[config.mk]
export PLATFORM = sky130hd
export DESIGN_NAME = imem_boot_arbiter
export DESIGN_NICKNAME = d
export VERILOG_FILES = /design/src/rtl/soc_pkg.sv /design/src/rtl/imem_boot_arbiter.sv
export SDC_FILE = /design/constraint.sdc
export NUM_CORES = 1
export LEC_CHECK = 0
export ABC_AREA = 1
export ABC_CLOCK_PERIOD_IN_PS = 1700
export BUFFER_PORTS_ARGS = -buffer_cell sky130_fd_sc_hd__clkbuf_2
export CAP_MARGIN = 20
export CORE_ASPECT_RATIO = 0.75
export CORE_MARGIN = 1.5
export CORE_UTILIZATION = 40
export CTS_BUF_LIST = sky130_fd_sc_hd__clkbuf_2
export CTS_CLUSTER_SIZE = 24
export DETAILED_ROUTE_END_ITERATION = 12
export PLACE_DENSITY = 0.8
export SYNTH_ARGS = -nofsm -noshare
export SYNTH_HDL_FRONTEND = slang
export SYNTH_SLANG_ARGS = --single-unit
[constraint.sdc]
create_clock -name clk -period 1.7 [get_ports clk]
set_input_delay 0.34 -clock clk [delete_from_list [all_inputs] [get_ports clk]]
set_output_delay 0.34 -clock clk [all_outputs]
set_load 0.01 [all_outputs]
[src/rtl/soc_pkg.sv]
// Shared SoC definitions: program-memory boot/patch FSM encoding and memory geometry defaults.
package soc_pkg;

    localparam int unsigned IMEM_ADDR_W = 8;
    localparam int unsigned IMEM_DATA_W = 32;

    localparam logic [1:0] ST_IDLE = 2'd0;
    localparam logic [1:0] ST_LOAD = 2'd1;
    localparam logic [1:0] ST_RUN  = 2'd2;
    localparam logic [1:0] ST_HALT = 2'd3;

endpackage

[src/rtl/imem_boot_arbiter.sv]
// Owns the program-memory port: streams a boot image in with the CPU held stopped, then
// arbitrates single-word patch writes against instruction fetch while the CPU runs.
module imem_boot_arbiter
    import soc_pkg::*;
#(
    parameter int unsigned ADDR_W = IMEM_ADDR_W,
    parameter int unsigned DATA_W = IMEM_DATA_W
) (
    input  logic              clk,
    input  logic              reset,
    input  logic              start,
    input  logic              halt_req,
    input  logic              ld_valid,
    output logic              ld_ready,
    input  logic [DATA_W-1:0] ld_data,
    input  logic              ld_last,
    input  logic              patch_valid,
    output logic              patch_ready,
    input  logic [ADDR_W-1:0] patch_addr,
    input  logic [DATA_W-1:0] patch_data,
    input  logic [ADDR_W-1:0] cpu_fetch_addr,
    output logic              cpu_run,
    output logic              cpu_stall,
    output logic              mem_we,
    output logic [ADDR_W-1:0] mem_addr,
    output logic [DATA_W-1:0] mem_wdata,
    output logic [ADDR_W:0]   word_count,
    output logic              overflow,
    output logic [1:0]        state
);

    logic [1:0]        state_q, state_d;
    logic [ADDR_W-1:0] wr_ptr_q, wr_ptr_d;
    logic [ADDR_W:0]   word_count_q, word_count_d;
    logic              overflow_q, overflow_d;
    logic              ld_fire;
    logic              ptr_at_end;

    assign ld_ready   = (state_q == ST_LOAD);
    assign cpu_run    = (state_q == ST_RUN);
    assign ld_fire    = ld_valid && ld_ready;
    assign ptr_at_end = (wr_ptr_q == {ADDR_W{1'b1}});

    assign word_count = word_count_q;
    assign overflow   = overflow_q;
    assign state      = state_q;

    // Patches win over fetch in RUN (CPU stalled) and are accepted freely while halted.
    always_comb begin
        patch_ready = 1'b0;
        cpu_stall   = 1'b0;
        mem_we      = 1'b0;
        mem_addr    = '0;
        mem_wdata   = '0;
        case (state_q)
            ST_LOAD: begin
                mem_we    = ld_fire;
                mem_addr  = wr_ptr_q;
                mem_wdata = ld_data;
            end
            ST_RUN: begin
                mem_addr = cpu_fetch_addr;
                if (patch_valid) begin
                    patch_ready = 1'b1;
                    cpu_stall   = 1'b1;
                    mem_we      = 1'b1;
                    mem_addr    = patch_addr;
                    mem_wdata   = patch_data;
                end
            end
            ST_HALT: begin
                if (patch_valid) begin
                    patch_ready = 1'b1;
                    mem_we      = 1'b1;
                    mem_addr    = patch_addr;
                    mem_wdata   = patch_data;
                end
            end
            default: ;
        endcase
    end

    always_comb begin
        state_d      = state_q;
        wr_ptr_d     = wr_ptr_q;
        word_count_d = word_count_q;
        overflow_d   = overflow_q;
        case (state_q)
            ST_IDLE, ST_HALT: begin
                if (start) begin
                    state_d      = ST_LOAD;
                    wr_ptr_d     = '0;
                    word_count_d = '0;
                    overflow_d   = 1'b0;
                end
            end
            ST_LOAD: begin
                if (ld_fire) begin
                    wr_ptr_d     = wr_ptr_q + 1'b1;
                    word_count_d = word_count_q + 1'b1;
                    if (ld_last) begin
                        state_d = ST_RUN;
                    end else if (ptr_at_end) begin
                        // Image larger than memory: drop it and keep the CPU stopped.
                        state_d    = ST_IDLE;
                        overflow_d = 1'b1;
                    end
                end
            end
            ST_RUN: begin
                if (halt_req) begin
                    state_d = ST_HALT;
                end
            end
            default: state_d = ST_IDLE;
        endcase
    end

    always_ff @(posedge clk or negedge reset) begin
        if (!reset) begin
            state_q      <= ST_IDLE;
            wr_ptr_q     <= '0;
            word_count_q <= '0;
            overflow_q   <= 1'b0;
        end else begin
            state_q      <= state_d;
            wr_ptr_q     <= wr_ptr_d;
            word_count_q <= word_count_d;
            overflow_q   <= overflow_d;
        end
    end

endmodule

Word-level counts from Yosys, hierarchy flattened
Index checks and enable logic that the tools add are counted.
W data, S select, Z words.
- flip-flop bits (word level): 20
- input port bits: 87
- output and inout port bits: 57
- logic and storage cells: 50
- add/subtract/negate cells: 2
- eq/ne operators: 10
- muxes and demuxes: 26
- reductions and logical operators: 8
- operator list (operator ; count):
    $pmux W32 S2 ; 1
    $mux W32 ; 1
    $mux W8 ; 4
    $pmux W8 S3 ; 1
    $mux W9 ; 2
    $pmux W9 S2 ; 1
    $pmux W8 S2 ; 1
    $mux W2 ; 5
    $add A9 B1 Y9 const B ; 1
    $add A8 B1 Y8 const B ; 1
    $eq A8 B8 Y1 const B ; 1
    $mux W1 ; 7
    $ne A2 B2 Y1 const B ; 3
    $pmux W2 S3 ; 1
    $reduce_and A5 Y1 ; 1
    $eq A2 B2 Y1 const B ; 2
    $ne A2 B1 Y1 const B ; 2
    $pmux W1 S2 ; 2
    $reduce_and A4 Y1 ; 1
    $reduce_or A2 Y1 ; 2
    $ne A3 B1 Y1 const B ; 1
    $reduce_and A3 Y1 ; 1
    $eq A2 B1 Y1 const B ; 1
    $logic_not A2 Y1 ; 1
    other kinds (2) ; 2

Logic depth before layout (Yosys ltp)
Gate-level depths: netlist of the first run.
- depth in word-level cells: 5
- gate-level depth with buffers: 11
- depth with buffers taken out: 9

Worst setup path before layout of the first run
OpenSTA, ideal clock, no wires.
- path type: register -> output
- start: register state_q[1], in the netlist state[1]
- end: output port mem_wdata[12]
- arrival: 1.513 ns
- data required time: 1.360 ns
- slack: -0.153 ns
- cell stages (with the launch flop): 8
- path buffers: 3
- cell sequence: dfrtp_1 inv_1 ha_1 buf_6 buf_4 buf_2 nand2_1 a21oi_1
- elaborated cells between the ends (all ways): 5
- classes of those cells: eq/ne: 3; mux: 1; reduce/logical: 1
- RTL lines (item ; line ; source):
    start: declaration ; imem_boot_arbiter.sv:32 ; logic [1:0] state_q, state_d;
    start signal: assignment ; imem_boot_arbiter.sv:126 ; state_q <= state_d;
    $eq A2 B1 Y1 ; - ;
    via ld_ready ; imem_boot_arbiter.sv:14 ; output logic ld_ready,
    $pmux W32 S2 ; imem_boot_arbiter.sv:55 ; case (state_q)
    end: declaration ; imem_boot_arbiter.sv:26 ; output logic [DATA_W-1:0] mem_wdata,
The timed path passes the listed nets, and every way through them passes these cells.

Worst setup path in the final report of the first run
- start: register state_q[0], in the netlist state[0]
- end: output port mem_addr[0]
- cells in the longest elaborated chain, start to end: 2
- elaborated cells between the ends (all ways): 4
- classes of those cells: eq/ne: 3; mux: 1
- RTL lines (item ; line ; source):
    $eq A2 B2 Y1 or $eq A2 B1 Y1 (tied branches) ; imem_boot_arbiter.sv:55 ;
    $pmux W8 S3 (*) ; imem_boot_arbiter.sv:55 ;
    end: declaration ; imem_boot_arbiter.sv:25 ; output logic [ADDR_W-1:0] mem_addr,
Every way passes the cells marked *; elsewhere a longest branch is shown, timed or not.

==> summary.md, run 1 <==
| Metric | Value |
|---|---|
| Routed length on met2 | `roughly 4.8 mm` |
| Largest net degree at the start of global routing | `30` |
| Top sig layer | `met4` |
| Critical path's largest stage delay | `0.47 ns` |
| Slew headroom | `65.6%` |
| Data required, critical path | `1.36 ns` |
| CTS HTree Levels | `1` |
| Initial antenna violation count | `0` |
| Critical-path maximum fanout | `8` |
| Nets | `~600` |
| Placer Congestion | `0.857` |
| First-pass GRT wire length | `11.9 mm` |
| Final WS setup | `-0.516 ns` |
| Final setup viols | `65` |
| Gr ovfl total | `0` |
| Core ar. | `roughly 4500 µm²` |
| I/O Pins | `between 100 and 150` |
| Netlist cell types | `21` |
| # rows | `21` |
| Hpwl dp | `5.38 mm` |
| F_max | `451 MHz` |
| Mapped Nets | `426` |
| Global Route Usage Sum | `27.5%` |
| Number of buffers created by CTS | `3` |
| Worst-path clk slew | `0.23 ns` |
| Port-buffer cells | `143` |
| Synthesized instance count | `roughly 330` |
| Clock Latency Late Sink | `0.36 ns` |
| Synth Register Bits | `20` |
| MaxCap Viol Count | `0` |
| Drt pass-1 iters | `5` |
| Worst path slowest cell | `dfrtp_2` |
| Area share of the largest cell type after synthesis | `27.4%` |
| Residual DRC | `0` |
| Synth area leader | `nand2_1` |
| Met3 routed wirelength | `919 µm` |
| Area of the mapped netlist | `1920 µm²` |
| Clk buf depth | `2` |
| Fin crit period | `2.22 ns` |
| Hold Vio Cnt, Final | `0` |
| Filler cell count | `about 280` |
| Post-DR wirelength/cell | `17.5 µm` |
| Family with the most delay on the worst path | `simple AND/OR/NAND/NOR gates` |
| Clock skew | `0.0241 ns` |
| Overall power | `0.00615 W` |
| # diodes | `0` |
| Drt total wl | `9.82 mm` |
| Max-slew violations | `0` |
| Number of global-route vias before repair | `about 2700` |
| Top cells by area, synth | `nand2_1 (27%), dfrtp_1 (26%), a21oi_1 (11%)` |
| Die Ht | `63.0 µm` |
| Pleak | `1.87 nW` |
| Status | `finished, violations left` |
| Die area | `5230 µm²` |
| Crit end category | `output port` |
| CTS tree | `yes` |
| Initial core utilization | `42.3%` |
| Buffer and inverter count on the worst path | `3` |
| Clk root buf | `clkbuf_2` |
| DR vias/cell | `5.67` |
| Crit Path Category | `reg -> out` |
| VDD IR-drop max | `between 1000 and 1500 µV` |
| Sink Count | `20` |
| Worst-Margin Slew | `0.517 ns` |
| Part of the Yosys area used for sequential elements | `26.1%` |
| Most common cell after layout, fill and taps aside | `clkbuf_2` |
| Post-route core utilization | `80.7%` |
| RSZ-0062 raised after global routing | `yes` |
| Iteration-0 DRC Markers | `301` |
| Routed vias | `3180` |
| Syn avg cell area | `5.78 µm²` |
| Failing checks | `negative setup slack` |
| CP cell instances | `inv_2 -> ha_4 -> inv_4 -> nor2_4 -> nand2_1 -> o21ai_2 -> a21oi_2 -> nor2_1 -> buf_2` |
| Commonest non-fill, non-tap cells in the layout | `clkbuf_2 (109), nand2_1 (91), nand2_2 (38), a21oi_2 (35), buf_2 (34)` |
| Worst path arrival time | `1.88 ns` |
| Pwr per Cell Area | `1680 nW/µm²` |
| WL met1 | `3.63 mm` |
| Hold WC Path Type | `in -> reg` |
| Tcrit/Tclk final | `130%` |
| Area growth, synth to finish | `91.0%` |
| ANT nets after route | `0` |
| Die Wd | `83.0 µm` |
| Syn. warnings | `0` |
| Layout cells sized above 1 | `between 60% and 70%` |
| Setup crit start kind | `flop` |
[state kept, by name, summed over array words and instances, names as in the netlist]
register    flops
word_count      9
wr_ptr_q        8
state           2
overflow        1
[final timing paths]
path / startpoint / to / slack, ns / depth (start not counted)
hold reg to reg: overflow$_DFFE_PN0P_ / overflow$_DFFE_PN0P_ / 0.53 / 2
setup / recovery: state[0]$_DFFE_PN0P_ / mem_addr[0] / -0.52 / 9
setup reg to reg: state[0]$_DFFE_PN0P_ / wr_ptr_q[7]$_DFFE_PN0P_ / -0.34 / 11
hold / removal: ld_valid / wr_ptr_q[0]$_DFFE_PN0P_ / 0.33 / 3
min in group asynchronous: reset / word_count[4]$_DFFE_PN0P_ / 0.44 / 2
max in group asynchronous: reset / state[0]$_DFFE_PN0P_ / 0.87 / 2
[per-layer routing]
metal,global-route usage (%),vias up
li1,-,1407
met1,34.0,1457
met2,48.4,245
met3,5.28,71
met4,8.75,0
met5,0,-
[repair_timing]
item                                    4_1_cts  5_1_grt
pin swaps                                     3       21
setup buffers                                 7        9
endpoints found under the setup margin       44       62
hold endpoints to repair                     20        0
hold buffers                                  1        0
cloned                                        2        8
resized for setup                            31      127
[cells by family after synthesis]
family | after synthesis | synth area share (%)
flops | 20 | 26.1
compound gates | 64 | 16.8
simple gates | 196 | 41.8
fa+ha+maj | 7 | 4.56
buf+inv | 45 | 10.8
[synth_stat cells]
library cell	n
clkbuf_1	7
nor2_4	2
nand3_1	10
o21ai_1	1
or2_2	1
nand2_1	140
inv_4	1
nand3_2	1
ha_1	7
a31oi_1	2
nor2_1	30
buf_2	5
dfrtp_1	20
o21ai_0	19
a21oi_1	42
buf_4	2
nand2_2	3
buf_6	3
inv_2	1
inv_1	26
nand4_1	9
[layout make-up]
cell class / instances / area, µm² / area share, %
Inverter: 28 / 113 / 3.07
Timing Repair Buffer: 185 / 1280 / 35.0
Clock inverter: 1 / 30.0 / 0.819
Tap cell: 57 / 71.3 / 1.94
Multi-Input combinational cell: 267 / 1650 / 45.1
Sequential cell: 20 / 503 / 13.7
Clock buffer: 3 / 15.0 / 0.409
[worst reg2reg max path, cell delays in order, from the launching register on]
cell and delay [ns]:
dfrtp_2 0.47, buf_4 0.15, buf_4 0.13, ha_4 0.19, buf_6 0.15, buf_6 0.13, nand2_4 0.07, nand2_4 0.06
nor2_4 0.22, clkbuf_16 0.21, nand4_1 0.13, nand2_1 0.11
[per-stage QoR]
step	instances	area, µm²	setup TNS (ns)	worst slack, ns	hold slack (ns)
after floorplan	332	2090	-0.757	-0.0331	0.0444
after global placement	534	2960	-1.22	-0.0511	0.334
after detailed placement	534	2960	-4.06	-0.159	0.329
after CTS	548	3240	-17.01	-0.426	0.311
after global routing	561	3670	-28.01	-0.596	0.318
final	561	3670	-24.60	-0.516	0.328
[power breakdown]
group          internal (W)  total [W]  switching [W]  leakage [nW]
combinational       0.00230    0.00510        0.00280          1.58
clock              0.000203   0.000375       0.000172        0.0266
sequential         0.000569   0.000678       0.000109         0.269
Power figures use the tool's default switching activity.
==> run 2, diff against run 1 <==
--- a/config.mk
+++ b/config.mk
@@ -11,11 +11,11 @@
 export CAP_MARGIN = 20
 export CORE_ASPECT_RATIO = 0.75
 export CORE_MARGIN = 1.5
-export CORE_UTILIZATION = 40
+export CORE_UTILIZATION = 42
 export CTS_BUF_LIST = sky130_fd_sc_hd__clkbuf_2
 export CTS_CLUSTER_SIZE = 24
 export DETAILED_ROUTE_END_ITERATION = 12
-export PLACE_DENSITY = 0.8
+export PLACE_DENSITY = 0.83
 export SYNTH_ARGS = -nofsm -noshare
 export SYNTH_HDL_FRONTEND = slang
 export SYNTH_SLANG_ARGS = --single-unit
==> run 2 against run 1 <==
Compared with the run above:
- the run still ends with negative setup slack left
- critical path depth is the same
- combinational power shrank 4.7%
- via count shrank 0.60%
- largest power group unchanged
==> summary.md, run 2 (synthesis results as in run 1) <==
| Metric | Value |
|---|---|
| Critical path's largest stage delay | `0.49 ns` |
| VDD IR-drop max | `between 1000 and 1500 µV` |
| RR Endpoint | `word_count[2]$_DFFE_PN0P_` |
| Port-buffer cells | `143` |
| Drt total wl | `9.64 mm` |
| Hold WC Path Type | `in -> reg` |
| Crit Path Category | `reg -> out` |
| Initial core utilization | `between 40% and 50%` |
| Area growth, synth to finish | `92.6%` |
| Hold Vio Cnt, Final | `0` |
| Final WS setup | `-0.535 ns` |
| Crit end category | `output port` |
| Data required, critical path | `roughly 1.4 ns` |
| Most common cell after layout, fill and taps aside | `clkbuf_2` |
| Placer Congestion | `0.856` |
| Nets | `~600` |
| Global Route Usage Sum | `29.4%` |
| Iteration-0 DRC Markers | `roughly 290` |
| Commonest non-fill, non-tap cells in the layout | `clkbuf_2 (113), nand2_1 (100), a21oi_2 (37), buf_2 (31), nor2_1 (25)` |
| DR vias/cell | `5.65` |
| # rows | `21` |
| Worst path slowest cell | `dfrtp_2` |
| Pwr per Cell Area | `approximately 1600 nW/µm²` |
| Layout cells sized above 1 | `roughly three fifths` |
| Routed vias | `between 3000 and 4000` |
| Critical path origin | `state[0]$_DFFE_PN0P_` |
| I/O Pins | `roughly 140` |
| Max-slew violations | `0` |
| Slew headroom | `66.3%` |
| Post-route core utilization | `83.3%` |
| Setup crit start kind | `flop` |
| Clk root buf | `clkbuf_2` |
| Largest register FFs | `9` |
| CTS HTree Levels | `1` |
| MaxCap Viol Count | `0` |
| Worst setup path end | `mem_addr[1]` |
| Overall power | `0.00592 W` |
| Drt pass-1 iters | `5` |
| Number of buffers created by CTS | `3` |
| RSZ-0062 raised after global routing | `yes` |
| Sink Count | `20` |
| First-pass GRT wire length | `11.2 mm` |
| R2R Setup Slk | `-0.18 ns` |
| Worst reg2reg startpoint | `state[0]$_DFFE_PN0P_` |
| Residual DRC | `0` |
| Status | `finished, violations left` |
| CP cell instances | `inv_2 -> ha_4 -> inv_2 -> nor2_4 -> nand2_1 -> o21ai_2 -> a21oi_2 -> nor2_1 -> clkbuf_2` |
| Clock skew | `0.00907 ns` |
| Worst path most repeated cell | `inv_2` |
| Post-DR wirelength/cell | `17.2 µm` |
| ANT nets after route | `0` |
| Largest net degree at the start of global routing | `26` |
| Worst path arrival time | `1.89 ns` |
| Tcrit/Tclk final | `131%` |
| Gr ovfl total | `0` |
| Clock Latency Late Sink | `roughly 0.34 ns` |
| Core ar. | `around 4400 µm²` |
| Die Wd | `81.1 µm` |
| Clk buf depth | `2` |
| Worst-path clk slew | `0.22 ns` |
| Fin crit period | `2.23 ns` |
| Critical-path maximum fanout | `8` |
| Die area | `approximately 5000 µm²` |
| F_max | `447 MHz` |
| Final setup viols | `62` |
| R2R depth | `12` |
| Number of global-route vias before repair | `2465` |
| # diodes | `0` |
| Die Ht | `61.6 µm` |
| Initial antenna violation count | `0` |
| Hpwl dp | `roughly 5.3 mm` |
| Pleak | `around 1.9 nW` |
| Worst-Margin Slew | `approximately 0.51 ns` |
| Failing checks | `negative setup slack` |
| CTS tree | `yes` |
## run 2: cell count changes in the layout (fill, tap and decap cells not counted), moves of 3 or more
cell | before | now
buf_4 | 19 | 14
nand2_2 | 38 | 23
o21ai_1 | 10 | 7
clkbuf_16 | 6 | 2
nand2_4 | 13 | 19
buf_6 | 9 | 16
nand2_1 | 91 | 100
clkbuf_2 | 109 | 113
buf_2 | 34 | 31
## run 2: metal layers
layer	track usage [%]	wire length (µm)	part of all wire, %	vias up
li1	-	-	-	1407
met1	36.4	3700	38	1454
met2	50.0	4780	50	254
met3	7.11	797	8.3	46
met4	11.8	364	3.8	0
met5	0	0	0	-
## run 2: where the power goes
part	internal [W]	switching, W
registers	0.000569	0.000123
logic	0.00212	0.00273
clock network	0.000203	0.000166
## run 2: what timing repair did
action / 4_1_cts / 5_1_grt
pin swaps: 26 / 35
hold buffers: 1 / 0
buffers inserted: 10 / 8
cloned: 5 / 2
gates resized for setup: 71 / 98
endpoints found under the hold margin: 20 / 0
setup endpoints to repair: 55 / 62
## run 2: worst max-delay path, delay by kind of cell, from the launching register on
family / cells / cell delay (ns)
AND/OR/NAND/NOR: 3 / 0.50
adder cells (fa/ha/maj): 1 / 0.15
flip-flops: 1 / 0.49
AO/OA/AOI/OAI: 2 / 0.12
buffers and inverters: 3 / 0.31
## run 2: per-stage QoR
stage                     TNS [ns]  instances  hold WS, ns  area (µm²)  setup slack [ns]
final                       -21.77        559        0.305        3700            -0.535
after global routing        -25.63        559        0.288        3700            -0.612
after CTS                   -17.00        551        0.315        3410            -0.435
after detailed placement     -1.70        532        0.331        2940           -0.0846
after global placement     -0.0635        532        0.336        2940           -0.0155
after floorplan             -0.757        332       0.0444        2090           -0.0331
## run 2: worst min-delay path by stage
stage             start                   endpoint  slack (ns)  cells after the start
2_1_floorplan     reset       overflow$_DFFE_PN0P_        0.04                      0
3_3_place_gp      reset       overflow$_DFFE_PN0P_        0.34                      1
3_5_place_dp      reset       overflow$_DFFE_PN0P_        0.33                      1
4_1_cts        ld_valid    wr_ptr_q[0]$_DFFE_PN0P_        0.31                      3
5_1_grt        ld_valid    wr_ptr_q[0]$_DFFE_PN0P_        0.29                      3
6_report       ld_valid  word_count[0]$_DFFE_PN0P_        0.30                      3
## run 2: area by class of cell
cell class / count / area (µm²)
Inverter: 28 / 113
Clock buffer: 3 / 15.0
Clock inverter: 1 / 30.0
Sequential cell: 20 / 503
Fill cell: 237 / 742
Multi-Input combinational cell: 267 / 1730
Timing Repair Buffer: 183 / 1230
Tap cell: 57 / 71.3
==> run 3, diff against run 2 <==
--- a/config.mk
+++ b/config.mk
@@ -6,7 +6,7 @@
 export NUM_CORES = 1
 export LEC_CHECK = 0
 export ABC_AREA = 1
-export ABC_CLOCK_PERIOD_IN_PS = 1700
+export ABC_CLOCK_PERIOD_IN_PS = 2270
 export BUFFER_PORTS_ARGS = -buffer_cell sky130_fd_sc_hd__clkbuf_2
 export CAP_MARGIN = 20
 export CORE_ASPECT_RATIO = 0.75
==> constraint.sdc (replaced) <==
create_clock -name clk -period 2.27 [get_ports clk]
set_input_delay 0.454 -clock clk [delete_from_list [all_inputs] [get_ports clk]]
set_output_delay 0.454 -clock clk [all_outputs]
set_load 0.01 [all_outputs]
==> run 3 against run 2 <==
Compared with the run above:
- the flow still finishes with violations (negative setup slack)
- sequential cell count stayed put
- sequential power decreased by 28%
- largest power group unchanged
- power decreased by 42%
- clock-buffer cell count did not move
- combinational power is 43% lower
- first-iteration DRC count is 33% lower
- via count shrank 11%
- die area is the same
- register-to-register slack improved by 0.53 ns
- worst hold slack worse by 0.27 ns
- clock power shrank 56%
- non-clock buffer count shrank 13
- highest routed layer unchanged
==> summary.md, run 3 (synthesis results as in run 1) <==
| Metric | Value |
|---|---|
| Status | `finished, violations left` |
| Failing checks | `negative setup slack` |
| Hpwl dp | `4.74 mm` |
| CTS tree | `yes` |
| Pleak | `between 1.5 and 2 nW` |
| Most common cell after layout, fill and taps aside | `nand2_1` |
| Clk buf depth | `2` |
| Iteration-0 DRC Markers | `193` |
| First-pass GRT wire length | `8.92 mm` |
| Filler cell count | `between 300 and 400` |
| Post-DR wirelength/cell | `13.8 µm` |
| Fin crit period | `2.32 ns` |
| Placer Congestion | `between 0.8 and 0.9` |
| Sink Count | `20` |
| I/O Pins | `144` |
| Core ar. | `~4400 µm²` |
| Clock skew | `roughly 0.021 ns` |
| Final setup viols | `2` |
| Worst-path clk slew | `0.23 ns` |
| RSZ-0062 raised after global routing | `yes` |
| # rows | `21` |
| Drt total wl | `7.54 mm` |
| Clk root buf | `clkbuf_2` |
| Pwr per Cell Area | `1080 nW/µm²` |
| Die Ht | `61.6 µm` |
| DR vias/cell | `5.16` |
| Max-slew violations | `0` |
| Final WS setup | `-0.0475 ns` |
| R2R Setup Slk | `0.35 ns` |
| Hold buffers post-CTS | `0` |
| Residual DRC | `0` |
| Commonest non-fill, non-tap cells in the layout | `nand2_1 (136), clkbuf_2 (113), buf_2 (33), a21oi_1 (30), nor2_1 (29)` |
| Number of global-route vias before repair | `about 2000` |
| CTS HTree Levels | `1` |
| Initial antenna violation count | `0` |
| Post-route core utilization | `71.6%` |
| Number of buffers created by CTS | `3` |
| Hold WC Path Type | `in -> async` |
| Layout cells sized above 1 | `a little over two fifths` |
| Data required, critical path | `1.82 ns` |
| Setup crit start kind | `flop` |
| Drt pass-1 iters | `5` |
| Gr ovfl total | `0` |
| Critical-path maximum fanout | `10` |
| Crit Path Category | `reg -> out` |
| Setup TNS | `-0.0670 ns` |
| MaxCap Viol Count | `0` |
| Area growth, synth to finish | `65.6%` |
| Routed vias | `2819` |
| Worst path arrival time | `1.86 ns` |
| Non-Filler Instances | `546` |
| Worst-Margin Slew | `between 0.5 and 0.6 ns` |
| Largest register FFs | `9` |
| Die area | `4990 µm²` |
| Initial core utilization | `43.3%` |
| Combined area of the multi-input logic cells | `1370 µm²` |
| FF+latch area | `503 µm²` |
| VDD IR-drop max | `roughly 670 µV` |
| Die Wd | `81.1 µm` |
| F_max | `431 MHz` |
| Slew headroom | `around 63%` |
| Crit end category | `output port` |
| Tcrit/Tclk final | `102%` |
| ANT nets after route | `0` |
| Placed cells | `522` |
| Hold Vio Cnt, Final | `0` |
| Global Route Usage Sum | `23.4%` |
| Clock Latency Late Sink | `0.35 ns` |
| Largest net degree at the start of global routing | `28` |
| Nets | `584` |
| Port-buffer cells | `143` |
| # diodes | `0` |
| WHS | `0.0358 ns` |
| Overall power | `0.00345 W` |
run 3: changes by cell type in the layout (fill, tap and decap cells not counted), sizes merged:
| cell | delta |
|---|---|
| buf | -14 |
| clkbuf | +2 |
| bufinv | -1 |
| clkinv | +1 |
| dlygate4sd3 | -1 |
run 3: through the flow:
stage	setup slack, ns	cell area, µm²
detailed placement	0.156	2690
floorplan	0.303	1920
CTS	-0.0279	2790
global route	-0.110	3180
finish	-0.0475	3180
global placement	0.221	2690
run 3: worst paths after layout:
check | endpoint | startpoint | cells past startpoint
worst max-delay path | mem_wdata[26] | state[1]$_DFFE_PN0P_ | 8
worst min-delay path | overflow$_DFFE_PN0P_ | reset | 1
worst max register to register | wr_ptr_q[2]$_DFFE_PN0P_ | state[0]$_DFFE_PN0P_ | 9
worst min register to register | overflow$_DFFE_PN0P_ | overflow$_DFFE_PN0P_ | 2
max in group asynchronous | wr_ptr_q[5]$_DFFE_PN0P_ | reset | 1
min in group clk | wr_ptr_q[0]$_DFFE_PN0P_ | ld_valid | 3
run 3: layout make-up:
| type | instances | share of cell area [%] |
|---|---|---|
| multi-input combinational | 267 | 43.0 |
| tap | 57 | 2.24 |
| inverter | 28 | 3.54 |
| timing repair buffer | 170 | 34.8 |
| clock inverter | 1 | 0.118 |
| sequential | 20 | 15.8 |
| clock buffer | 3 | 0.472 |
run 3: what timing repair did:
item	CTS	global route
gates cloned	1	6
setup endpoints to repair	41	41
resized for setup	13	80
pin swaps	1	13
hold endpoints to repair	0	0
setup buffers	3	10
run 3: critical path, stage by stage, from the launching register on:
cell and delay [ns]:
dfrtp_2 0.47, buf_6 0.12, ha_4 0.16, nand2_4 0.07, nand2_8 0.13, clkbuf_16 0.17
nand2_1 0.06, a21oi_1 0.16, buf_2 0.17
run 3: report_power, final:
group / internal [W] / leakage [nW] / switching [W]
Combinational: 0.00119 / 1.42 / 0.00160
Sequential: 0.000426 / 0.269 / 0.0000706
Clock: 0.0000383 / 0.0140 / 0.000126
Total: 0.00165 / 1.71 / 0.00180
run 3: routing by layer:
metal  vias up  share of wire [%]  wire (µm)  track usage, %
li1       1377                  -          -               -
met5         -                  0          0               0
met3         6                8.1        610            4.30
met1      1283                 43       3240            32.3
met4         0               0.85         64            3.69
met2       153                 48       3620            39.3
